===== src/rtl/fcta_pkg.sv =====
// ---------------------------------------------------------------------------
// fcta_pkg
//  Shared constants for the FCTA command sequencer slice: field widths of
//  the packed command beat, DataMover status bit positions, the sequencer
//  FSM state encodings and a helper that extracts the error bits of a
//  status word in err_flags order.
// ---------------------------------------------------------------------------
package fcta_pkg;

   localparam int CFG_BW           = 96;
   localparam int AXI_DM_CMD_WIDTH = 72;
   localparam int AXI_DM_STS_WIDTH = 8;

   // One command beat is {cfg, s2mm_cmd, mm2s_cmd}
   localparam int CMD_W = CFG_BW + 2 * AXI_DM_CMD_WIDTH;

   // DataMover status bit positions
   localparam int STS_OKAY   = 7;
   localparam int STS_SLVERR = 6;
   localparam int STS_DECERR = 5;
   localparam int STS_INTERR = 4;

   // Sequencer FSM encodings
   typedef logic [2:0] state_t;
   localparam state_t ST_IDLE  = 3'd0;
   localparam state_t ST_FETCH = 3'd1;
   localparam state_t ST_WAIT  = 3'd2;
   localparam state_t ST_ISSUE = 3'd3;
   localparam state_t ST_DRAIN = 3'd4;
   localparam state_t ST_DONE  = 3'd5;

   // Error bits of one status word, ordered {INTERR, DECERR, SLVERR} to line
   // up with err_flags[2:0]
   function automatic logic [2:0] sts_err_bits(input logic [AXI_DM_STS_WIDTH-1:0] sts);
      return {sts[STS_INTERR], sts[STS_DECERR], sts[STS_SLVERR]};
   endfunction

endpackage


===== src/rtl/fcta_cmd_sequencer_if.sv =====
// ---------------------------------------------------------------------------
// fcta_cmd_sequencer_if
//  Stream bundle between the sequencer and the command splitter/DataMover.
//    m_axis_cmd_*       packed command beat {cfg, s2mm_cmd, mm2s_cmd}
//    s_axis_mm2s_sts_*  MM2S DataMover status stream
//    s_axis_s2mm_sts_*  S2MM DataMover status stream
//  master: the sequencer side; slave: the downstream side.
// ---------------------------------------------------------------------------
interface fcta_cmd_sequencer_if;
   import fcta_pkg::*;

   logic                        m_axis_cmd_tvalid;
   logic [CMD_W-1:0]            m_axis_cmd_tdata;
   logic                        m_axis_cmd_tready;

   logic                        s_axis_mm2s_sts_tvalid;
   logic                        s_axis_mm2s_sts_tlast;
   logic [AXI_DM_STS_WIDTH-1:0] s_axis_mm2s_sts_tdata;
   logic                        s_axis_mm2s_sts_tready;

   logic                        s_axis_s2mm_sts_tvalid;
   logic                        s_axis_s2mm_sts_tlast;
   logic [AXI_DM_STS_WIDTH-1:0] s_axis_s2mm_sts_tdata;
   logic                        s_axis_s2mm_sts_tready;

   modport master (
      output m_axis_cmd_tvalid, m_axis_cmd_tdata,
      input  m_axis_cmd_tready,
      input  s_axis_mm2s_sts_tvalid, s_axis_mm2s_sts_tlast, s_axis_mm2s_sts_tdata,
      output s_axis_mm2s_sts_tready,
      input  s_axis_s2mm_sts_tvalid, s_axis_s2mm_sts_tlast, s_axis_s2mm_sts_tdata,
      output s_axis_s2mm_sts_tready
   );

   modport slave (
      input  m_axis_cmd_tvalid, m_axis_cmd_tdata,
      output m_axis_cmd_tready,
      output s_axis_mm2s_sts_tvalid, s_axis_mm2s_sts_tlast, s_axis_mm2s_sts_tdata,
      input  s_axis_mm2s_sts_tready,
      output s_axis_s2mm_sts_tvalid, s_axis_s2mm_sts_tlast, s_axis_s2mm_sts_tdata,
      input  s_axis_s2mm_sts_tready
   );

endinterface


===== src/rtl/fcta_outst_cnt.sv =====
// ---------------------------------------------------------------------------
// fcta_outst_cnt
//  In-flight command counter for one DataMover channel.
//  Ports:
//    clk, rstn   clock, async active-low reset
//    inc         command accepted downstream on this channel
//    dec         status accepted on this channel
//    zero        nothing in flight
//    full_next   count after this cycle's update equals MAX
//    underflow   a status arrived while nothing was in flight
// ---------------------------------------------------------------------------
module fcta_outst_cnt #(
   parameter int MAX = 4
) (
   input  logic clk,
   input  logic rstn,
   input  logic inc,
   input  logic dec,
   output logic zero,
   output logic full_next,
   output logic underflow
);

   logic [3:0] count;
   logic [3:0] count_nxt;

   // A simultaneous command and status cancel out; a status with nothing in
   // flight leaves the count at zero and is reported as underflow instead.
   always_comb begin
      count_nxt = count;
      if (inc && !dec) begin
         count_nxt = count + 4'd1;
      end else if (dec && !inc && (count != 4'd0)) begin
         count_nxt = count - 4'd1;
      end
   end

   always_ff @(posedge clk or negedge rstn) begin
      if (!rstn) begin
         count <= 4'd0;
      end else begin
         count <= count_nxt;
      end
   end

   assign zero      = (count == 4'd0);
   assign full_next = (count_nxt == 4'(MAX));
   assign underflow = dec && zero;

endmodule


===== src/rtl/fcta_cmd_sequencer.sv =====
// ---------------------------------------------------------------------------
// fcta_cmd_sequencer
//  Walks a descriptor list in the FCTA control BRAM, one 256-bit word per
//  descriptor, and issues each as one beat on the packed command stream.
//  In-flight commands are bounded per DataMover channel; both status
//  streams are collected and completion/errors reported to the register file.
//  Ports:
//    clk, rstn            clock, async active-low reset
//    start                1-cycle pulse, begins a list when idle
//    base_addr            byte address of descriptor 0
//    num_desc             descriptor count, sampled on start
//    busy, done           list in progress / 1-cycle completion pulse
//    err_flags            sticky {unexpected, INTERR, DECERR, SLVERR}
//    issued_cnt, sts_cnt  commands accepted / S2MM statuses received
//    bram_*               BRAM port B, read only, 1-cycle latency
//    axis                 command and status streams (master side)
// ---------------------------------------------------------------------------
module fcta_cmd_sequencer
   import fcta_pkg::*;
#(
   parameter int C_BRAM_ADDR_WIDTH = 32,
   parameter int C_BRAM_DATA_WIDTH = 256,
   parameter int CNT_BW            = 16,
   parameter int MAX_OUTST         = 4
) (
   input  logic                           clk,
   input  logic                           rstn,
   input  logic                           start,
   input  logic [C_BRAM_ADDR_WIDTH-1:0]   base_addr,
   input  logic [CNT_BW-1:0]              num_desc,
   output logic                           busy,
   output logic                           done,
   output logic [3:0]                     err_flags,
   output logic [CNT_BW-1:0]              issued_cnt,
   output logic [CNT_BW-1:0]              sts_cnt,
   output logic                           bram_clkb,
   output logic                           bram_rstb,
   output logic [C_BRAM_ADDR_WIDTH-1:0]   bram_addrb,
   output logic                           bram_enb,
   output logic [C_BRAM_DATA_WIDTH/8-1:0] bram_web,
   output logic [C_BRAM_DATA_WIDTH-1:0]   bram_dinb,
   input  logic [C_BRAM_DATA_WIDTH-1:0]   bram_doutb,
   fcta_cmd_sequencer_if.master           axis
);

   localparam logic [C_BRAM_ADDR_WIDTH-1:0] WORD_BYTES = C_BRAM_ADDR_WIDTH'(C_BRAM_DATA_WIDTH / 8);

   state_t                         state;
   state_t                         state_nxt;
   logic                           have_cmd;
   logic [CNT_BW-1:0]              idx;
   logic [CNT_BW-1:0]              idx_inc;
   logic [CNT_BW-1:0]              num_reg;
   logic [C_BRAM_ADDR_WIDTH-1:0]   base_reg;
   logic [CMD_W-1:0]               tdata_reg;
   logic                           sts_ready;

   logic                           accept;
   logic                           cmd_hs;
   logic                           mm2s_hs;
   logic                           s2mm_hs;
   logic                           more_desc;
   logic                           gate_closed;
   logic                           mm2s_zero;
   logic                           s2mm_zero;
   logic                           mm2s_full_next;
   logic                           s2mm_full_next;
   logic                           mm2s_under;
   logic                           s2mm_under;
   logic [3:0]                     err_new;
   logic                           unused_inputs;

   assign accept  = (state == ST_IDLE) && start;
   assign cmd_hs  = axis.m_axis_cmd_tvalid && axis.m_axis_cmd_tready;
   assign mm2s_hs = axis.s_axis_mm2s_sts_tvalid && sts_ready;
   assign s2mm_hs = axis.s_axis_s2mm_sts_tvalid && sts_ready;

   assign idx_inc     = idx + 1'b1;
   assign more_desc   = (idx_inc < num_reg);
   assign gate_closed = mm2s_full_next || s2mm_full_next;

   fcta_outst_cnt #(.MAX(MAX_OUTST)) u_outst_mm2s (
      .clk       (clk),
      .rstn      (rstn),
      .inc       (cmd_hs),
      .dec       (mm2s_hs),
      .zero      (mm2s_zero),
      .full_next (mm2s_full_next),
      .underflow (mm2s_under)
   );

   fcta_outst_cnt #(.MAX(MAX_OUTST)) u_outst_s2mm (
      .clk       (clk),
      .rstn      (rstn),
      .inc       (cmd_hs),
      .dec       (s2mm_hs),
      .zero      (s2mm_zero),
      .full_next (s2mm_full_next),
      .underflow (s2mm_under)
   );

   // ISSUE doubles as the outstanding-limit wait: once the beat has been
   // accepted have_cmd drops and the FSM sits here until both channels have
   // room, so the next fetch can never push a counter past MAX_OUTST.
   always_comb begin
      state_nxt = state;
      case (state)
         ST_IDLE: begin
            if (start) begin
               state_nxt = (num_desc == '0) ? ST_DRAIN : ST_FETCH;
            end
         end
         ST_FETCH: state_nxt = ST_WAIT;
         ST_WAIT:  state_nxt = ST_ISSUE;
         ST_ISSUE: begin
            if (have_cmd) begin
               if (cmd_hs) begin
                  if (!more_desc) begin
                     state_nxt = ST_DRAIN;
                  end else if (!gate_closed) begin
                     state_nxt = ST_FETCH;
                  end
               end
            end else if (!gate_closed) begin
               state_nxt = ST_FETCH;
            end
         end
         ST_DRAIN: begin
            if (mm2s_zero && s2mm_zero) begin
               state_nxt = ST_DONE;
            end
         end
         ST_DONE: state_nxt = ST_IDLE;
         default: state_nxt = ST_IDLE;
      endcase
   end

   // Status errors from either channel plus unexpected statuses; these are
   // OR'd into the sticky flags even when no list is running.
   always_comb begin
      err_new = 4'd0;
      if (mm2s_hs) begin
         err_new[2:0] = err_new[2:0] | sts_err_bits(axis.s_axis_mm2s_sts_tdata);
      end
      if (s2mm_hs) begin
         err_new[2:0] = err_new[2:0] | sts_err_bits(axis.s_axis_s2mm_sts_tdata);
      end
      err_new[3] = mm2s_under || s2mm_under;
   end

   // List bookkeeping; the flag/counter clear on start still merges any
   // status that lands in the same cycle so it is not lost.
   always_ff @(posedge clk or negedge rstn) begin
      if (!rstn) begin
         state      <= ST_IDLE;
         have_cmd   <= 1'b0;
         idx        <= '0;
         num_reg    <= '0;
         base_reg   <= '0;
         tdata_reg  <= '0;
         sts_ready  <= 1'b0;
         issued_cnt <= '0;
         sts_cnt    <= '0;
         err_flags  <= 4'd0;
      end else begin
         state     <= state_nxt;
         sts_ready <= 1'b1;

         if (accept) begin
            base_reg <= base_addr;
            num_reg  <= num_desc;
            idx      <= '0;
         end else if (cmd_hs) begin
            idx <= idx_inc;
         end

         if (state == ST_WAIT) begin
            tdata_reg <= bram_doutb[CMD_W-1:0];
            have_cmd  <= 1'b1;
         end else if (cmd_hs) begin
            have_cmd <= 1'b0;
         end

         if (accept) begin
            issued_cnt <= '0;
         end else if (cmd_hs) begin
            issued_cnt <= issued_cnt + 1'b1;
         end

         sts_cnt   <= (accept ? '0 : sts_cnt) + CNT_BW'(s2mm_hs);
         err_flags <= (accept ? 4'd0 : err_flags) | err_new;
      end
   end

   assign busy = (state != ST_IDLE) && (state != ST_DONE);
   assign done = (state == ST_DONE);

   assign bram_clkb  = clk;
   assign bram_rstb  = ~rstn;
   assign bram_enb   = (state == ST_FETCH);
   assign bram_addrb = bram_enb ? (base_reg + C_BRAM_ADDR_WIDTH'(idx) * WORD_BYTES) : '0;
   assign bram_web   = '0;
   assign bram_dinb  = '0;

   assign axis.m_axis_cmd_tvalid      = (state == ST_ISSUE) && have_cmd;
   assign axis.m_axis_cmd_tdata       = tdata_reg;
   assign axis.s_axis_mm2s_sts_tready = sts_ready;
   assign axis.s_axis_s2mm_sts_tready = sts_ready;

   // Bits that carry no information for the sequencer
   assign unused_inputs = ^{bram_doutb[C_BRAM_DATA_WIDTH-1:CMD_W],
                            axis.s_axis_mm2s_sts_tlast, axis.s_axis_s2mm_sts_tlast,
                            axis.s_axis_mm2s_sts_tdata[STS_OKAY], axis.s_axis_mm2s_sts_tdata[3:0],
                            axis.s_axis_s2mm_sts_tdata[STS_OKAY], axis.s_axis_s2mm_sts_tdata[3:0]};

endmodule


===== src/flat_wrapper.sv =====
// flat-port wrapper written by rule: the top's interface ports become plain ports
module fcta_cmd_sequencer_flat import fcta_pkg::*;
#(
   parameter int C_BRAM_ADDR_WIDTH = 32,
   parameter int C_BRAM_DATA_WIDTH = 256,
   parameter int CNT_BW            = 16,
   parameter int MAX_OUTST         = 4
)
  (clk, rstn, start, base_addr, num_desc, busy, done, err_flags, issued_cnt, sts_cnt, bram_clkb, bram_rstb, bram_addrb, bram_enb, bram_web, bram_dinb, bram_doutb, axis_m_axis_cmd_tvalid, axis_m_axis_cmd_tdata, axis_m_axis_cmd_tready, axis_s_axis_mm2s_sts_tvalid, axis_s_axis_mm2s_sts_tlast, axis_s_axis_mm2s_sts_tdata, axis_s_axis_mm2s_sts_tready, axis_s_axis_s2mm_sts_tvalid, axis_s_axis_s2mm_sts_tlast, axis_s_axis_s2mm_sts_tdata, axis_s_axis_s2mm_sts_tready);
  fcta_cmd_sequencer_if axis_i ();
  input  logic clk;
  input  logic rstn;
  input  logic start;
  input  logic [C_BRAM_ADDR_WIDTH-1:0] base_addr;
  input  logic [CNT_BW-1:0] num_desc;
  output logic busy;
  output logic done;
  output logic [3:0] err_flags;
  output logic [CNT_BW-1:0] issued_cnt;
  output logic [CNT_BW-1:0] sts_cnt;
  output logic bram_clkb;
  output logic bram_rstb;
  output logic [C_BRAM_ADDR_WIDTH-1:0] bram_addrb;
  output logic bram_enb;
  output logic [C_BRAM_DATA_WIDTH/8-1:0] bram_web;
  output logic [C_BRAM_DATA_WIDTH-1:0] bram_dinb;
  input  logic [C_BRAM_DATA_WIDTH-1:0] bram_doutb;
  output wire logic [$bits(axis_i.m_axis_cmd_tvalid)-1:0] axis_m_axis_cmd_tvalid;
  output wire logic [$bits(axis_i.m_axis_cmd_tdata)-1:0] axis_m_axis_cmd_tdata;
  input wire logic [$bits(axis_i.m_axis_cmd_tready)-1:0] axis_m_axis_cmd_tready;
  input wire logic [$bits(axis_i.s_axis_mm2s_sts_tvalid)-1:0] axis_s_axis_mm2s_sts_tvalid;
  input wire logic [$bits(axis_i.s_axis_mm2s_sts_tlast)-1:0] axis_s_axis_mm2s_sts_tlast;
  input wire logic [$bits(axis_i.s_axis_mm2s_sts_tdata)-1:0] axis_s_axis_mm2s_sts_tdata;
  output wire logic [$bits(axis_i.s_axis_mm2s_sts_tready)-1:0] axis_s_axis_mm2s_sts_tready;
  input wire logic [$bits(axis_i.s_axis_s2mm_sts_tvalid)-1:0] axis_s_axis_s2mm_sts_tvalid;
  input wire logic [$bits(axis_i.s_axis_s2mm_sts_tlast)-1:0] axis_s_axis_s2mm_sts_tlast;
  input wire logic [$bits(axis_i.s_axis_s2mm_sts_tdata)-1:0] axis_s_axis_s2mm_sts_tdata;
  output wire logic [$bits(axis_i.s_axis_s2mm_sts_tready)-1:0] axis_s_axis_s2mm_sts_tready;
  assign axis_m_axis_cmd_tvalid = axis_i.m_axis_cmd_tvalid;
  assign axis_m_axis_cmd_tdata = axis_i.m_axis_cmd_tdata;
  assign axis_i.m_axis_cmd_tready = axis_m_axis_cmd_tready;
  assign axis_i.s_axis_mm2s_sts_tvalid = axis_s_axis_mm2s_sts_tvalid;
  assign axis_i.s_axis_mm2s_sts_tlast = axis_s_axis_mm2s_sts_tlast;
  assign axis_i.s_axis_mm2s_sts_tdata = axis_s_axis_mm2s_sts_tdata;
  assign axis_s_axis_mm2s_sts_tready = axis_i.s_axis_mm2s_sts_tready;
  assign axis_i.s_axis_s2mm_sts_tvalid = axis_s_axis_s2mm_sts_tvalid;
  assign axis_i.s_axis_s2mm_sts_tlast = axis_s_axis_s2mm_sts_tlast;
  assign axis_i.s_axis_s2mm_sts_tdata = axis_s_axis_s2mm_sts_tdata;
  assign axis_s_axis_s2mm_sts_tready = axis_i.s_axis_s2mm_sts_tready;
  fcta_cmd_sequencer #(.C_BRAM_ADDR_WIDTH(C_BRAM_ADDR_WIDTH), .C_BRAM_DATA_WIDTH(C_BRAM_DATA_WIDTH), .CNT_BW(CNT_BW), .MAX_OUTST(MAX_OUTST)) u_core (.clk(clk), .rstn(rstn), .start(start), .base_addr(base_addr), .num_desc(num_desc), .busy(busy), .done(done), .err_flags(err_flags), .issued_cnt(issued_cnt), .sts_cnt(sts_cnt), .bram_clkb(bram_clkb), .bram_rstb(bram_rstb), .bram_addrb(bram_addrb), .bram_enb(bram_enb), .bram_web(bram_web), .bram_dinb(bram_dinb), .bram_doutb(bram_doutb), .axis(axis_i));
endmodule

===== config.mk =====
export PLATFORM = sky130hd
export DESIGN_NAME = fcta_cmd_sequencer_flat
export DESIGN_NICKNAME = d
export VERILOG_FILES = /design/src/rtl/fcta_pkg.sv /design/src/rtl/fcta_cmd_sequencer_if.sv /design/src/rtl/fcta_outst_cnt.sv /design/src/rtl/fcta_cmd_sequencer.sv /design/src/flat_wrapper.sv
export SDC_FILE = /design/constraint.sdc
export NUM_CORES = 1
export LEC_CHECK = 0
export BUFFER_PORTS_ARGS = -buffer_cell sky130_fd_sc_hd__buf_2
export CAP_MARGIN = 0
export CORE_AREA = 4 4 358 360
export DETAILED_ROUTE_END_ITERATION = 10
export DIE_AREA = 0 0 362 364
export SLEW_MARGIN = 30
export SYNTH_ARGS = -nofsm -noshare
export SYNTH_HDL_FRONTEND = slang
export SYNTH_HIERARCHICAL = 1
export SYNTH_SLANG_ARGS = --single-unit

===== constraint.sdc =====
create_clock -name clk -period 3.2 [get_ports clk]
set_input_delay 0.48 -clock clk [delete_from_list [all_inputs] [get_ports clk]]
set_output_delay 0.48 -clock clk [all_outputs]
set_load 0.01 [all_outputs]

**Word level (Yosys, flattened, before mapping)**

Cells that the tools add are included.
Widths: inputs -> output; s select.

- Register bits after elaboration: 353
- Input bits: 328
- Output and inout port bits: 604

- Add/sub/neg operators: 8
- Order comparisons: 1
- Eq/ne operators: 11
- Mux-type cells: 23
- Bitwise operators: 3
- Reductions and logical operators: 30

Operators with widths:

| kind | number |
|---|---|
| $mux 16 | 5 |
| $add 16x1->16 const B | 2 |
| $add 32x21->32 | 1 |
| $mux 32 | 1 |
| $mux 3 | 9 |
| $mux 4 | 5 |
| $add 16x1->16 | 1 |
| $logic_not 16->1 | 1 |
| $lt 16x16->1 | 1 |
| $logic_and 1x1->1 | 15 |
| $pmux 3 s5 | 1 |
| $add 4x1->4 const B | 2 |
| $eq 4x3->1 const B | 2 |
| $logic_not 4->1 | 2 |
| $reduce_bool 4->1 | 2 |
| $sub 4x1->4 const B | 2 |
| $eq 3x2->1 const B | 2 |
| $eq 3x3->1 const B | 2 |
| $ne 3x3->1 const B | 2 |
| $or 4x4->4 | 1 |
| $reduce_bool 2->1 | 2 |
| $eq 3x1->1 const B | 1 |
| $logic_not 1->1 | 3 |
| $logic_not 3->1 | 1 |
| other kinds (8) | 10 |

**Logic depth before layout (Yosys ltp)**

Gate-level depths: netlist of the first run.

- Word-level depth: 15
- Depth in mapped cells: 15
- Mapped depth without buffers: 14

**By module**

Netlist of the first run, hierarchy kept.

By module, submodules not included:

| module | instances | cells each | area each (µm²) | seq. area each (µm²) |
|---|---|---|---|---|
| fcta_cmd_sequencer | 1 | 1541 | 17216.5 | 8633.3 |
| fcta_outst_cnt at u_core.u_outst_s2mm | 1 | 49 | 420.4 | 100.1 |
| fcta_outst_cnt at u_core.u_outst_mm2s | 1 | 35 | 349.1 | 100.1 |

==> results.md, run 1 <==
- Worst slew margin: 0.485
- Max reg flops: 240
- Worst setup SP type: flop
- Slew @ Worst Pin: 0.772 ns
- Total power: 0.0231 W
- Synth area leader: dfrtp_1
- Status: complete, but fails checks
- Final Cell Area: 27400 sq um
- Max cap viols: 0
- Die X: 362 um
- Cell Area, Synth: about 18000 sq um
- Synth top cells by count: dfrtp_1, buf_4, mux2_2
- Setup-failing EPs final: 20
- First-pass GRT wire length: 112000 um
- Initial antenna violation count: 54
- Syn-to-layout area delta: 52.5%
- Vias in the first global route: 15500
- Post-synth EDFFs: 0
- Final WS setup: -0.479 ns
- Top FF cell, synth: dfrtp_1
- Area share of the largest cell type after synthesis: 0.491
- Most common cell in the netlist: dfrtp_1
- IO buf count: 615
- Worst Path Required: 2.72 ns
- CTS tree: built
- Avg Synthesized Cell Area: 11.1 sq um
- FFs w/ async S/R, synth: 1.00
- Layout net count: 2963
- Worst-skew pair later-pin latency: 0.74 ns
- Post-layout util: 0.219
- Mapped Cells: ~1600
- RSZ-0062 raised after global routing: true
- CP Capture Type: output port
- DP Area: roughly 22000 sq um
- Failing checks: setup timing
- Crit path arrival time: ~3.2 ns
- Hold Violations, Final: 0
- DPL Wire Length: 64600 um
- Yosys Warn Count: 6
- Largest net degree at the start of global routing: around 120
- Placeable Area: 125000 sq um
- DR WL/cell: 19.2 um
- DR pass1 iterations: 5
- Vias per cell: around 3.5
- Die Ht: 364 um
- Hold Path Class: input port to flop
- Critical-path maximum fanout: 5
- Final Critical Period: 3.68 ns
- Worst-path clk slew: 0.06 ns
- Total Routing Usage GR: 0.119
- Leak: 13.0 nW
- Io pins: 932
- Final Max Tran Viols: 0
- Wirelength, routed: 82500 um
- Cell Rows: 130
- Initial DRC Count: 597
- Register area share after synthesis: 0.491
- Die Footprint: 132000 sq um
- Via count: 14900
- ANT nets after route: 0
- Clk_skew: 0.0482 ns
- Drt drc: 0
- Max frequency: approximately 0.27 GHz
- Peak VDD IR: roughly 0.49 mV
- Setup CP Type: flop to output port
- Starting Density: 0.144
- Final Cycle Share: 1.15
- Post-synth cell types: 75
- GRT Residual Overflow: 0
- Pwr Density: 842 nW/um^2
- Synthesized flop and latch total: 353
- Placer Congestion: 0.819
- Fraction of layout cells with a size suffix above 1: 0.415
- Area contributors post-synth: dfrtp_1, mux2_2, buf_4, nand2_1, ha_1
## cell families (layout without fill, tap and decap cells)
family,Yosys count,in the layout,synth area share
buffers and inverters,393,1110,0.145
AOI/OAI and AO/OA,156,156,0.0537
muxes,243,243,0.152
and+or+nand+nor,380,380,0.101
adders and majority gates,40,40,0.0282
other,2,302,0.000418
DFF,353,353,0.491
xor gates and xnor gates,58,58,0.0282
## layer usage
metal | part of all wire | GRT usage
met1 | 0.31 | 0.108
met2 | 0.52 | 0.219
met3 | 0.12 | 0.0631
met4 | 0.044 | 0.0519
met5 | 0.00033 | 0
## stage by stage
| step | TNS (ns) | std cells | hold slack (ns) | worst slack, ns |
|---|---|---|---|---|
| floorplan | 0 | 1912 | 0.184 | 0.0347 |
| global placement | 0 | 3878 | 0.406 | 0.0355 |
| detailed placement | -0.0619 | 3878 | 0.424 | -0.0619 |
| CTS | -7.65 | 4268 | 0.00710 | -0.639 |
| global route | -9.65 | 4289 | 0.0451 | -0.657 |
| finish | -5.62 | 4292 | 0.0868 | -0.479 |
## report_power, final
group	internal, W	switching (W)
sequential	0.00651	0.00117
clock	0.00324	0.00230
combinational	0.00454	0.00534
total	0.0143	0.00881
## worst max-delay path: stages, from the launching register on
cell and delay [ns]:
dfrtp_1 0.39, buf_6 0.13, ha_4 0.15, fa_2 0.35, a21o_1 0.17, a21o_1 0.19
nor2b_4 0.14, o211ai_2 0.20, a211oi_2 0.11, buf_6 0.16, buf_12 0.12, a31o_4 0.22
buf_6 0.11
## placed cells by master (no fill, tap or decap), types with 5 or more instances in the layout
cell           netlist  routed
buf_4              290      62
nor4_1               7       6
and2_1              16      16
nor3_1              13      10
diode_2              0      13
and3_4               1       6
a21oi_2              1       8
ha_2                 0       5
a21oi_1             38      30
xnor2_1             30      29
nand4_1             18      18
ha_1                39      28
xor2_1              28      25
clkbuf_1            31      10
clkbuf_8             0       6
mux2_2             240     240
clkbuf_16            0      51
inv_1               40      39
nand3_1             28      25
buf_6                2       9
nor2_1              70      69
dlygate4sd3_1        0     294
nand2_1            174     170
buf_12               0       8
and3_1              15      10
conb_1               2     289
dfrtp_1            353     353
a22oi_1              6       5
buf_2               28     609
ha_4                 0       6
a21o_1              12      12
o21ai_0             60      53
clkinv_2             0       6
## timing repair
item | CTS | global route
hold endpoints to repair | 322 | 0
setup buffers | 10 | 12
pin swaps | 30 | 36
hold buffers | 294 | 0
setup endpoints to repair | 31 | 23
gates resized for setup | 42 | 52
## worst paths after layout
kind                            cells past startpoint  slack, ns                                       endpoint                      startpoint
worst max-delay path                               12      -0.48                                 bram_addrb[27]       u_core/idx[0]$_DFFE_PN0P_
worst min-delay path                                2       0.09  u_core/axis.m_axis_cmd_tdata[153]$_DFFE_PN0P_                 bram_doutb[153]
worst max register to register                     16       0.05                    u_core/state[1]$_DFFE_PN0P_       u_core/idx[0]$_DFFE_PN0P_
worst min register to register                      2       0.46                 u_core/base_reg[4]$_DFFE_PN0P_  u_core/base_reg[4]$_DFFE_PN0P_
max in group asynchronous                           3       1.83   u_core/axis.m_axis_cmd_tdata[72]$_DFFE_PN0P_                            rstn
min in group asynchronous                           2       0.24                u_core/base_reg[30]$_DFFE_PN0P_                            rstn
## final cells by class
| cell class | count | area [sq um] |
|---|---|---|
| diodes | 13 | 32.5 |
| clock buffers | 68 | 1400 |
| clock inverters | 19 | 204 |
| fillers | 13500 | 97700 |
| inverters | 41 | 158 |
| multi-input cells | 1166 | 8000 |
| flip-flops and latches | 353 | 8830 |
| well taps | 1650 | 2060 |
| repair buffers | 982 | 6730 |
Note: power is estimated with default switching activity, not from simulation.
==> run 2: changes to the inputs <==
--- a/config.mk
+++ b/config.mk
@@ -7,9 +7,9 @@
 export LEC_CHECK = 0
 export BUFFER_PORTS_ARGS = -buffer_cell sky130_fd_sc_hd__buf_2
 export CAP_MARGIN = 0
-export CORE_AREA = 4 4 358 360
+export CORE_AREA = 2 2 366 368
 export DETAILED_ROUTE_END_ITERATION = 10
-export DIE_AREA = 0 0 362 364
+export DIE_AREA = 0 0 368 370
 export SLEW_MARGIN = 30
 export SYNTH_ARGS = -nofsm -noshare
 export SYNTH_HDL_FRONTEND = slang
==> results.md, run 2 (same netlist as run 1, synthesis figures left out) <==
- Syn-to-layout area delta: 54.3% (was 52.5%)
- Most common cell after layout, fill and taps aside: buf_2 (unchanged)
- Internal: 0.0148 W (was 0.0143 W)
- Crit path arrival time: 3.22 ns (was 3.20 ns)
- NetSw: 0.00920 W (was 0.00881 W)
- Final Max Tran Viols: 0 (unchanged)
- Post-route non-filler standard cell count: 4414 (was 4292)
- Placeable Area: 132000 sq um (was 125000 sq um)
- Commonest cells after routing, fill and taps aside: buf_2, dfrtp_1, dlygate4sd3_1, conb_1, mux2_2 (unchanged)
- Layout net count: 2961 (was 2963)
- Peak VDD IR: 0.534 mV (was 0.492 mV)
- DR pass1 iterations: 5 (unchanged)
- Die Footprint: 136000 sq um (was 132000 sq um)
- Vias per cell: 3.40 (was 3.48)
- Final Cell Area: 27700 sq um (was 27400 sq um)
- Failing checks: setup timing (unchanged)
- Drt drc: 0 (unchanged)
- Setup CP Type: flop to output port (unchanged)
- Max reg flops: 240 (unchanged)
- Max frequency: 0.270 GHz (was 0.272 GHz)
- Leak: 13.1 nW (was 13.0 nW)
- Fraction of layout cells with a size suffix above 1: 0.418 (was 0.415)
- Placer Congestion: 0.831 (was 0.819)
- Sequential share of power: 0.322 (was 0.332)
- GRT Residual Overflow: 0 (unchanged)
- IO buf count: 615 (unchanged)
- Starting Density: 0.136 (was 0.144)
- Initial antenna violation count: 63 (was 54)
- Worst setup SP type: flop (unchanged)
- DP Area: 22400 sq um (was 22300 sq um)
- R2R Path End: u_core/state[1]$_DFFE_PN0P_ (unchanged)
- Via count: 15000 (was 14900)
- Crit path to: bram_addrb[31] (was bram_addrb[27])
- Hold Violations, Final: 0 (unchanged)
- Largest net degree at the start of global routing: 101 (was 121)
- Die Ht: 370 um (was 364 um)
- Status: complete, but fails checks (unchanged)
- Cell depth of the worst flop-to-flop path: 16 (unchanged)
- Worst-path clk slew: 0.06 ns (about the same)
- DR WL/cell: 19.4 um (was 19.2 um)
- Clock network power share: 0.258 (was 0.240)
- Clk_skew: 0.0655 ns (was 0.0482 ns)
- Final Cycle Share: 1.16 (was 1.15)
- RSZ-0062 raised after global routing: true (unchanged)
- Setup crit start: u_core/idx[0]$_DFFE_PN0P_ (unchanged)
- Setup-failing EPs final: 20 (unchanged)
- Die X: 368 um (was 362 um)
- Worst Path Required: 2.72 ns (about the same)
- Final Critical Period: 3.70 ns (was 3.68 ns)
- Pre-CTS setup slack: 0.0636 ns (was -0.0619 ns)
- Slew @ Worst Pin: 0.776 ns (was 0.772 ns)
- Reg-to-reg startpoint: u_core/idx[0]$_DFFE_PN0P_ (unchanged)
- Pwr Density: 865 nW/um^2 (was 842 nW/um^2)
- Io pins: 932 (unchanged)
- Post-layout util: 0.209 (was 0.219)
- Final WS setup: -0.504 ns (was -0.479 ns)
- DPL Wire Length: 67900 um (was 64600 um)
- Cell Rows: 134 (was 130)
- First-pass GRT wire length: 115000 um (was 112000 um)
- CTS tree: built (unchanged)
- Cells after DPL: 3995 (was 3878)
- Logic pwr share: 0.421 (was 0.428)
- Initial DRC Count: 608 (was 597)
- CP Capture Type: output port (unchanged)
- Switching Fraction: 0.383 (was 0.381)
- Hold Path Class: input port to flop (unchanged)
- Wirelength, routed: 85400 um (was 82500 um)
- Slack of the worst reg-to-reg path: 0.08 ns (was 0.05 ns)
- Critical-path maximum fanout: 6 (was 5)
- ANT nets after route: 0 (unchanged)
- Total Routing Usage GR: 0.121 (was 0.119)
- Worst slew margin: 0.483 (was 0.485)
- Vias in the first global route: 15300 (was 15500)
- Max cap viols: 0 (unchanged)
- Worst-skew pair later-pin latency: 0.77 ns (was 0.74 ns)
run 2: cell count changes in the layout (fill, tap and decap cells not counted), moves of 3 or more:
| cell | change |
|---|---|
| diode_2 | +3 |
| clkbuf_1 | -4 |
| bufinv_16 | +5 |
| buf_6 | +3 |
run 2: per-stage QoR:
stage               power (W)  hold WS [ns]  setup TNS, ns
finish                 0.0240        0.0620          -6.29
global route           0.0257        0.0345          -9.59
CTS                    0.0243       0.00597          -8.00
detailed placement     0.0173         0.447              0
global placement       0.0172         0.445              0
floorplan              0.0131         0.184              0
run 2: cell type report:
| cell class | count | area [sq um] |
|---|---|---|
| antenna | 16 | 40.0 |
| clock buffer | 67 | 1440 |
| clock inverter | 25 | 377 |
| fill | 14500 | 105000 |
| inverter | 41 | 158 |
| multi-input combinational | 1166 | 8000 |
| sequential | 353 | 8830 |
| tap | 1768 | 2210 |
| timing repair buffer | 978 | 6680 |
run 2: routing by layer:
layer	routed length, um	vias up	global-route usage
met1	26700	7233	0.111
met2	44000	675	0.215
met4	3050	8	0.0466
met3	11600	197	0.0748
met5	50	-	0
li1	-	6895	-
run 2: what timing repair did:
item,CTS,global route
pin swaps,20,48
endpoints found under the hold margin,328,0
gates resized for setup,49,48
setup endpoints to repair,27,25
hold buffers,292,0
buffers inserted,13,13
run 2: critical path: stages (launching register included):
cell and delay [ns]:
dfrtp_1 0.38, buf_6 0.13, ha_4 0.15, fa_2 0.34, a21o_1 0.17, a21o_1 0.22
nor2b_4 0.15, o211ai_2 0.20, a211oi_2 0.11, buf_6 0.16, and3_4 0.17, o21a_1 0.17
buf_2 0.14
run 2: worst min path at each step:
| stage | from | end | slack, ns | cells after the start |
|---|---|---|---|---|
| 2_1_floorplan | rstn | u_core/axis.m_axis_cmd_tdata[0]$_DFFE_PN0P_ | 0.18 | 0 |
| 3_3_place_gp | rstn | u_core/issued_cnt[14]$_DFFE_PN0P_ | 0.45 | 1 |
| 3_5_place_dp | rstn | u_core/issued_cnt[14]$_DFFE_PN0P_ | 0.45 | 1 |
| 4_1_cts | num_desc[4] | u_core/num_reg[4]$_DFFE_PN0P_ | 0.006 | 3 |
| 5_1_grt | num_desc[4] | u_core/num_reg[4]$_DFFE_PN0P_ | 0.03 | 3 |
| 6_report | num_desc[1] | u_core/num_reg[1]$_DFFE_PN0P_ | 0.06 | 3 |
run 2: power by group through the flow:
stage | registers [W] | clock network, W | logic, W
2_1_floorplan | 0.00835 | 0.0000257 | 0.00475
3_3_place_gp | 0.00764 | 0.0000189 | 0.00950
3_5_place_dp | 0.00774 | 0.0000189 | 0.00956
4_1_cts | 0.00773 | 0.00647 | 0.0101
5_1_grt | 0.00799 | 0.00663 | 0.0111
6_report | 0.00772 | 0.00618 | 0.0101
==> run 3: changes to the inputs <==
--- a/config.mk
+++ b/config.mk
@@ -7,11 +7,12 @@
 export LEC_CHECK = 0
 export BUFFER_PORTS_ARGS = -buffer_cell sky130_fd_sc_hd__buf_2
 export CAP_MARGIN = 0
-export CORE_AREA = 2 2 366 368
+export CORE_AREA = 2 2 367 369
 export DETAILED_ROUTE_END_ITERATION = 10
-export DIE_AREA = 0 0 368 370
+export DIE_AREA = 0 0 369 371
 export SLEW_MARGIN = 30
 export SYNTH_ARGS = -nofsm -noshare
 export SYNTH_HDL_FRONTEND = slang
 export SYNTH_HIERARCHICAL = 1
 export SYNTH_SLANG_ARGS = --single-unit
+export TNS_END_PERCENT = 10
==> constraint.sdc (replaced) <==
create_clock -name clk -period 4.8 [get_ports clk]
set_input_delay 0.72 -clock clk [delete_from_list [all_inputs] [get_ports clk]]
set_output_delay 0.72 -clock clk [all_outputs]
set_load 0.01 [all_outputs]
==> results.md, run 3 (same netlist as run 1, synthesis figures left out) <==
- Pwr Density: 650 nW/um^2 (was 865 nW/um^2)
- DPL Wire Length: 68800 um (was 67900 um)
- Largest net degree at the start of global routing: 112 (was 101)
- M2 GR Usage: 0.200 (was 0.215)
- Vias in the first global route: 13100 (was 15300)
- Drt drc: 0 (unchanged)
- Final Max Tran Viols: 0 (unchanged)
- Peak VDD IR: 0.339 mV (was 0.534 mV)
- Vias per cell: 3.40 (about the same)
- Initial antenna violation count: 128 (was 63)
- RSZ-0062 raised after global routing: false (was true)
- Worst Path Required: 4.08 ns (was 2.72 ns)
- Final Cycle Share: 0.888
- Layout net count: 2613 (was 2961)
- CP Capture Type: output port (unchanged)
- Post-CTS Setup Inserts: 0 (was 13)
- Met3 Use GR: 0.0916 (was 0.0748)
- Die Ht: 371 um (was 370 um)
- GRT Residual Overflow: 0 (unchanged)
- Cell Rows: 134 (unchanged)
- Starting Density: 0.135 (was 0.136)
- Setup CP Type: flop to output port (unchanged)
- Syn-to-layout area delta: 33.5% (was 54.3%)
- Hold Violations, Final: 0 (unchanged)
- Fraction of layout cells with a size suffix above 1: 0.433 (was 0.418)
- Max frequency: 0.235 GHz
- DR WL/cell: 20.6 um (was 19.4 um)
- Worst-path clk slew: 0.06 ns (about the same)
- Commonest cells after routing, fill and taps aside: buf_2, dfrtp_1, conb_1, mux2_2, nand2_1 (was buf_2, dfrtp_1, dlygate4sd3_1, conb_1, mux2_2)
- Leak: 11.6 nW (was 13.1 nW)
- TNS Setup: 0 ns (was -6.29 ns)
- ANT nets after route: 0 (unchanged)
- First-pass GRT wire length: 109000 um (was 115000 um)
- Slew @ Worst Pin: 0.895 ns (was 0.776 ns)
- DR pass1 iterations: 5 (unchanged)
- Hold Path Class: input port to flop (unchanged)
- Critical-path maximum fanout: 7 (was 6)
- Setup-failing EPs final: 0 (was 20)
- # fillers: 14700 (was 14500)
- Routing usage on met1: 0.104 (was 0.111)
- Total Routing Usage GR: 0.118 (was 0.121)
- Most common cell after layout, fill and taps aside: buf_2 (unchanged)
- IO buf count: 615 (unchanged)
- Initial DRC Count: 589 (was 608)
- Wirelength, routed: 83800 um (was 85400 um)
- Io pins: 932 (unchanged)
- Max reg flops: 240 (unchanged)
- Final Critical Period: 4.26 ns
- Placer Congestion: 0.807 (was 0.831)
- Grt peak-use layer: met2 (unchanged)
- CTS tree: built (unchanged)
- Via count: 13800 (was 15000)
- Status: completed (was complete, but fails checks)
- Cell depth of the worst flop-to-flop path: 14 (was 16)
- Max cap viols: 0 (unchanged)
- Worst-skew pair later-pin latency: 0.76 ns (was 0.77 ns)
- Worst setup SP type: flop (unchanged)
- Die X: 369 um (was 368 um)
- Min-Delay Path Depth: 3 (unchanged)
- Crit path arrival time: 3.54 ns (was 3.22 ns)
- Placeable Area: 133000 sq um (was 132000 sq um)
- Slack of the worst reg-to-reg path: 1.20 ns (was 0.08 ns)
- Worst slew margin: 0.401 (was 0.483)
- Hold_ws: 0.187 ns (was 0.0620 ns)
- Die Footprint: 137000 sq um (was 136000 sq um)
- Clk_skew: 0.0371 ns (was 0.0655 ns)
[run 3: cell count changes in the layout (fill, tap and decap cells not counted), sizes merged]
cell / delta
dlygate4sd3: -291
buf: -57
clkbuf: +1
bufinv: +2
inv: -2
diode: -2
clkinvlp: +2
[run 3: cell type report]
cell class	count	area (sq um)	area share
flip-flops and latches	353	8830	0.368
multi-input cells	1166	7630	0.318
repair buffers	630	3260	0.136
well taps	1768	2210	0.0921
clock buffers	68	1460	0.0609
clock inverters	27	432	0.0180
inverters	41	154	0.00641
diodes	14	35.0	0.00146
[run 3: final timing paths]
kind,to,startpoint
max in group asynchronous,u_core/axis.m_axis_cmd_tdata[170]$_DFFE_PN0P_,rstn
worst max register to register,u_core/state[1]$_DFFE_PN0P_,u_core/idx[0]$_DFFE_PN0P_
worst min register to register,u_core/err_flags[0]$_DFF_PN0_,u_core/err_flags[0]$_DFF_PN0_
min in group asynchronous,u_core/issued_cnt[8]$_DFFE_PN0P_,rstn
worst min-delay path,u_core/base_reg[4]$_DFFE_PN0P_,base_addr[4]
worst max-delay path,bram_addrb[27],u_core/idx[0]$_DFFE_PN0P_
[run 3: per-layer routing]
metal | vias to the layer above | wire length, um | share of wire
met1 | 6551 | 25400 | 0.30
li1 | 6201 | - | -
met4 | 6 | 3340 | 0.040
met5 | - | 45 | 0.00054
met2 | 793 | 41100 | 0.49
met3 | 287 | 13900 | 0.17
[run 3: what timing repair did]
item,in CTS,in global routing
gates resized for setup,0,0
endpoints found under the hold margin,8,0
hold buffers,1,0
[run 3: worst max-delay path, stage by stage, from the launching register on]
cell      delay [ns]
dfrtp_1         0.52
ha_1            0.24
fa_1            0.21
a21o_1          0.12
a21o_1          0.19
nor2b_1         0.24
o211ai_2        0.18
a211oi_2        0.58
a21oi_1         0.14
a31o_2          0.24
buf_2           0.15
[run 3: power by group]
part / switching (W) / internal, W / total, W / leakage, nW
sequential: 0.000807 / 0.00434 / 0.00515 / 4.27
clock: 0.00161 / 0.00264 / 0.00425 / 0.914
combinational: 0.00355 / 0.00266 / 0.00621 / 6.41
[run 3: stage by stage]
stage                      util  total power, W  cell area, sq um  instances  setup slack (ns)
after floorplan               -         0.00875             19100       1912              1.56
after global placement    0.166          0.0114             22100       3958              1.22
after detailed placement  0.166          0.0115             22100       3958              1.19
after CTS                 0.181          0.0159             24000       4053             0.381
after global routing      0.181          0.0167             24000       4065             0.252
final                     0.181          0.0156             24000       4067             0.536
